[config.mk]
export PLATFORM = sky130hd
export DESIGN_NAME = hadamard4pt_inv
export DESIGN_NICKNAME = d
export VERILOG_FILES = /design/src/rtl/hadamard4pt_inv.sv
export SDC_FILE = /design/constraint.sdc
export NUM_CORES = 1
export LEC_CHECK = 0
export ABC_CLOCK_PERIOD_IN_PS = 6650
export CORE_ASPECT_RATIO = 1.1
export CORE_MARGIN = 1.5
export CORE_UTILIZATION = 45
export DETAILED_ROUTE_END_ITERATION = 8
export PLACE_DENSITY = 0.71
export REMOVE_ABC_BUFFERS = 1
export SLEW_MARGIN = 10
export SYNTH_ARGS = -nofsm -noshare
export SYNTH_HDL_FRONTEND = slang
export SYNTH_SLANG_ARGS = --single-unit
[constraint.sdc]
create_clock -name clk -period 6.65 [get_ports clk]
set_input_delay 1.33 -clock clk [delete_from_list [all_inputs] [get_ports clk]]
set_output_delay 1.33 -clock clk [all_outputs]
set_load 0.1 [all_outputs]
[src/rtl/hadamard4pt_inv.sv]
// Inverse 4-point Walsh-Hadamard transform: parallel coefficients in, serial samples out.
// Optional exactness check enabled by defining HADAMARD_INV_CHECK_EN.
module hadamard4pt_inv #(
    parameter int IW = 10,
    parameter int OW = 8
) (
    input  logic                 clk,
    input  logic                 rst,
    input  logic                 in_valid,
    output logic                 in_ready,
    input  logic signed [IW-1:0] y0,
    input  logic signed [IW-1:0] y1,
    input  logic signed [IW-1:0] y2,
    input  logic signed [IW-1:0] y3,
    output logic                 out_valid,
    input  logic                 out_ready,
    output logic signed [OW-1:0] out_x,
    output logic [1:0]           out_idx,
    output logic                 out_last,
    output logic                 err
);

    // state  | meaning
    // IDLE   | waiting for a coefficient vector, in_ready high
    // BFLY1  | first butterfly stage registered
    // BFLY2  | second butterfly, divide-by-4, sample registers loaded
    // EMIT   | streaming samples x0..x3 to the consumer
    typedef enum logic [1:0] {IDLE, BFLY1, BFLY2, EMIT} state_t;

    state_t               state;
    logic signed [IW-1:0] c [4];
    logic signed [IW:0]   b [4];
    logic signed [IW+1:0] z [4];
    logic signed [OW-1:0] s [4];

    always_comb begin
        z[0] = {b[0][IW], b[0]} + {b[1][IW], b[1]};
        z[1] = {b[2][IW], b[2]} + {b[3][IW], b[3]};
        z[2] = {b[0][IW], b[0]} - {b[1][IW], b[1]};
        z[3] = {b[2][IW], b[2]} - {b[3][IW], b[3]};
    end

`ifdef HADAMARD_INV_CHECK_EN
    logic chk;

    // Inexact when low bits are set, or when z/4 does not fit the sample width.
    always_comb begin
        chk = 1'b0;
        for (int k = 0; k < 4; k++) begin
            if (z[k][1:0] != 2'b00)
                chk = 1'b1;
            if (z[k][IW+1:OW+1] != '0 && z[k][IW+1:OW+1] != '1)
                chk = 1'b1;
        end
    end
`else
    logic unused_zbits;
    assign unused_zbits = ^{z[0][IW+1:OW+2], z[0][1:0], z[1][IW+1:OW+2], z[1][1:0],
                            z[2][IW+1:OW+2], z[2][1:0], z[3][IW+1:OW+2], z[3][1:0]};
    assign err = 1'b0;
`endif

    always_ff @(posedge clk) begin
        if (rst) begin
            state     <= IDLE;
            in_ready  <= 1'b1;
            out_valid <= 1'b0;
            out_x     <= '0;
            out_idx   <= 2'd0;
            out_last  <= 1'b0;
            for (int k = 0; k < 4; k++) begin
                c[k] <= '0;
                b[k] <= '0;
                s[k] <= '0;
            end
`ifdef HADAMARD_INV_CHECK_EN
            err <= 1'b0;
`endif
        end else begin
            case (state)
                IDLE: begin
                    if (in_valid) begin
                        c[0]     <= y0;
                        c[1]     <= y1;
                        c[2]     <= y2;
                        c[3]     <= y3;
                        in_ready <= 1'b0;
                        state    <= BFLY1;
`ifdef HADAMARD_INV_CHECK_EN
                        err <= 1'b0;
`endif
                    end
                end
                BFLY1: begin
                    b[0]  <= {c[0][IW-1], c[0]} + {c[1][IW-1], c[1]};
                    b[1]  <= {c[2][IW-1], c[2]} + {c[3][IW-1], c[3]};
                    b[2]  <= {c[0][IW-1], c[0]} - {c[1][IW-1], c[1]};
                    b[3]  <= {c[2][IW-1], c[2]} - {c[3][IW-1], c[3]};
                    state <= BFLY2;
                end
                BFLY2: begin
                    // Bits [OW+1:2] are z>>>2 truncated to OW bits.
                    for (int k = 0; k < 4; k++)
                        s[k] <= z[k][OW+1:2];
                    out_x     <= z[0][OW+1:2];
                    out_idx   <= 2'd0;
                    out_last  <= 1'b0;
                    out_valid <= 1'b1;
                    state     <= EMIT;
`ifdef HADAMARD_INV_CHECK_EN
                    err <= chk;
`endif
                end
                EMIT: begin
                    if (out_ready) begin
                        if (out_idx == 2'd3) begin
                            out_valid <= 1'b0;
                            out_idx   <= 2'd0;
                            out_last  <= 1'b0;
                            in_ready  <= 1'b1;
                            state     <= IDLE;
                        end else begin
                            out_idx  <= out_idx + 2'd1;
                            out_x    <= s[out_idx + 2'd1];
                            out_last <= (out_idx == 2'd2);
                        end
                    end
                end
                default: state <= IDLE;
            endcase
        end
    end

endmodule

==> impl_metrics.env <==
export IMPL_status="completed"
export IMPL_synth_top_area_share_pct=42.7
export IMPL_syn_area_um2=7730
export IMPL_dieArea_um2=18000
export IMPL_yosysWarnings=0
export IMPL_cp_required_ns=5.32
export IMPL_period_minus_slack_ns=3.46
export IMPL_cp_slowest_stage_delay_ns=1.17
export IMPL_p_int_mw=2.47
export IMPL_synthCells=734
export IMPL_synthFlopType="edfxtp_1"
export IMPL_worstHoldPathType="flop to flop"
export IMPL_crit_slowest_cell="clkdlybuf4s50_1"
export IMPL_synth_seq_cells=125
export IMPL_combPwrFrac_pct=45.9
export IMPL_synthTopCellsByArea="edfxtp_1, ha_1, xnor2_1, nor2_1, dfxtp_1"
export IMPL_grtUsageTotal_pct=16.2
export IMPL_p_switching_mw=1.55
export IMPL_setup_violations=0
export IMPL_p_sw_share_pct=38.6
export IMPL_wl_um=13400
export IMPL_synth_cell_types=55
export IMPL_cts_sinks=125
export IMPL_grt_pass1_wl_um=22900
export IMPL_port_buffers=56
export IMPL_synthArstFlopShare_pct=0
export IMPL_antenna_found_initial=0
export IMPL_cts_resized=0
export IMPL_drc=0
export IMPL_fillers=1504
export IMPL_antenna_left=0
export IMPL_path_clk_slew_ns=0.05
export IMPL_skew_ns=0.00574
export IMPL_crit_type="flop to primary output"
export IMPL_worstPathMaxFanout=12
export IMPL_crit_chain="buf_4, clkdlybuf4s50_1"
export IMPL_yosysSeqAreaShare_pct=46.6
export IMPL_ir_worst_vdd_mv=0.250
export IMPL_first_iter_violations=333
export IMPL_p_per_area_nw_per_um2=445
export IMPL_initial_core_util_pct=45.8
export IMPL_hold_buffers=0
export IMPL_seqPwrFrac_pct=31.5
export IMPL_cts_htree_levels=4
export IMPL_dp_hpwl_um=10200
export IMPL_viasPerCell=5.16
export IMPL_cts_tree="built"
export IMPL_syn2layout_area_growth_pct=16.9
export IMPL_fmax_mhz=289
export IMPL_yosysTopAreaCell="edfxtp_1"
export IMPL_final_period_utilization_pct=52.0
export IMPL_drv_cap=0
export IMPL_pin_count=58
export IMPL_grt_overflow_total=0
export IMPL_fin_setup_tns_ns=0
export IMPL_wl_per_cell_um=13.4
export IMPL_gp_congestion=0.834
export IMPL_critPathLaunchType="flop"
export IMPL_drt_pass1_iterations=5
export IMPL_place_area_um2=8460
export IMPL_slew_violations=0
export IMPL_die_h_um=140
export IMPL_row_count=50
export IMPL_antenna_cells=0
export IMPL_grt_max_degree=41
export IMPL_power_mw=4.03
export IMPL_slew_headroom_pct=31.1
export IMPL_avgSynthCellArea_um2=10.5
export IMPL_p_leak_nw=3.64
export IMPL_timing_worst_slew_pin_value_ns=1.03
export IMPL_final_nets=906
export IMPL_crit_path_end_kind="primary output"
export IMPL_arrival_ns=2.13
export IMPL_cts_setup_buffers=0
export IMPL_yosysMostFrequentCell="edfxtp_1"
export IMPL_finish_instance_area_um2=9040
export IMPL_synth_commonest_cells="edfxtp_1, nor2_1, ha_1, inv_1, a21oi_1"
export IMPL_num_vias=5182
export IMPL_final_layout_size_suffix_gt1_share_pct=6.40
export IMPL_die_w_um=128
export IMPL_cts_buffers=17
export IMPL_clockPowerShare_pct=22.6
export IMPL_clockBufferDepth=2
export IMPL_core_area_um2=16900
export IMPL_rsz0062_at_grt="false"
export IMPL_grt_pass1_vias=5047
export IMPL_clock_latency_ns=0.42
export IMPL_clockRootBuffer="clkbuf_16"
export IMPL_synth_edf_count=110
export IMPL_hold_violations=0
-- area by class of cell --
type	instances	area, um2	share of cell area (%)
Multi-Input combinational cell	517	3770	41.7
Clock inverter	6	83.8	0.927
Timing Repair Buffer	58	576	6.37
Clock buffer	26	499	5.52
Inverter	65	244	2.70
Tap cell	208	260	2.88
Sequential cell	125	3600	39.9
-- flip-flops by register name (all words and copies together), names as in the netlist --
| name | count |
|---|---|
| b | 38 |
| c | 40 |
| in_ready | 1 |
| out_idx | 2 |
| out_last | 1 |
| out_valid | 1 |
| out_x | 8 |
| s | 32 |
| state | 2 |
-- final timing paths --
check | start | end | slack (ns) | cells past startpoint
min reg2reg | out_last | out_last | 0.47 | 2
max | out_idx[0] | out_idx[0] | 3.19 | 2
max reg2reg | c[0][0] | b[2][8] | 4.13 | 10
min | out_last | out_last | 0.47 | 2
-- cells by family after synthesis --
family / after synthesis / share of synthesized area [%]
and+or+nand+nor: 224 / 14.6
AOI/OAI and AO/OA: 151 / 12.4
DFF: 125 / 46.6
buffers and inverters: 92 / 4.66
adders and majority gates: 78 / 13.0
xor gates and xnor gates: 46 / 5.21
muxes: 17 / 3.50
other: 1 / 0.0485
-- power by group through the flow --
stage	registers, mW	logic, mW	clock network [mW]
floorplan	1.42	1.28	0
global placement	1.28	1.83	0
detailed placement	1.29	1.84	0
CTS	1.28	1.85	0.923
global route	1.30	2.05	0.956
finish	1.27	1.85	0.910
-- through the flow --
step | std cells | hold slack [ns] | util [%] | setup slack, ns
finish | 1005 | 0.471 | 53.5 | 3.19
global route | 1005 | 0.491 | 53.5 | 3.11
CTS | 1005 | 0.475 | 53.5 | 3.16
detailed placement | 973 | 0.465 | 50.1 | 3.23
global placement | 973 | 0.454 | 50.1 | 3.22
floorplan | 707 | 0.507 | - | 3.86
-- metal layers --
layer | global-route usage [%] | vias to the layer above | share of wire [%]
li1 | - | 2662 | -
met1 | 19.2 | 2400 | 46
met2 | 27.4 | 95 | 48
met3 | 4.05 | 25 | 3.3
met4 | 7.87 | 0 | 2.8
met5 | 0 | - | 0
-- cells in the final DEF (no fill, tap or decap), drive strengths merged, types with 8 or more instances in the layout --
cell type	count
a211oi	10
a21oi	52
and2	46
clkbuf	26
clkdlybuf4s50	56
dfxtp	15
edfxtp	110
ha	74
inv	65
mux2i	9
mux4	8
nand2	31
nand2b	16
nor2	81
nor2b	15
nor3	10
o21a	10
o21ai	29
o21bai	12
xnor2	40
-- critical path: cells and delay by family, from the launching register on --
kind / cells / cell delay (ns)
buffers and inverters: 2 / 1.39
DFF: 1 / 0.30
Note: power is estimated with default switching activity, not from simulation.
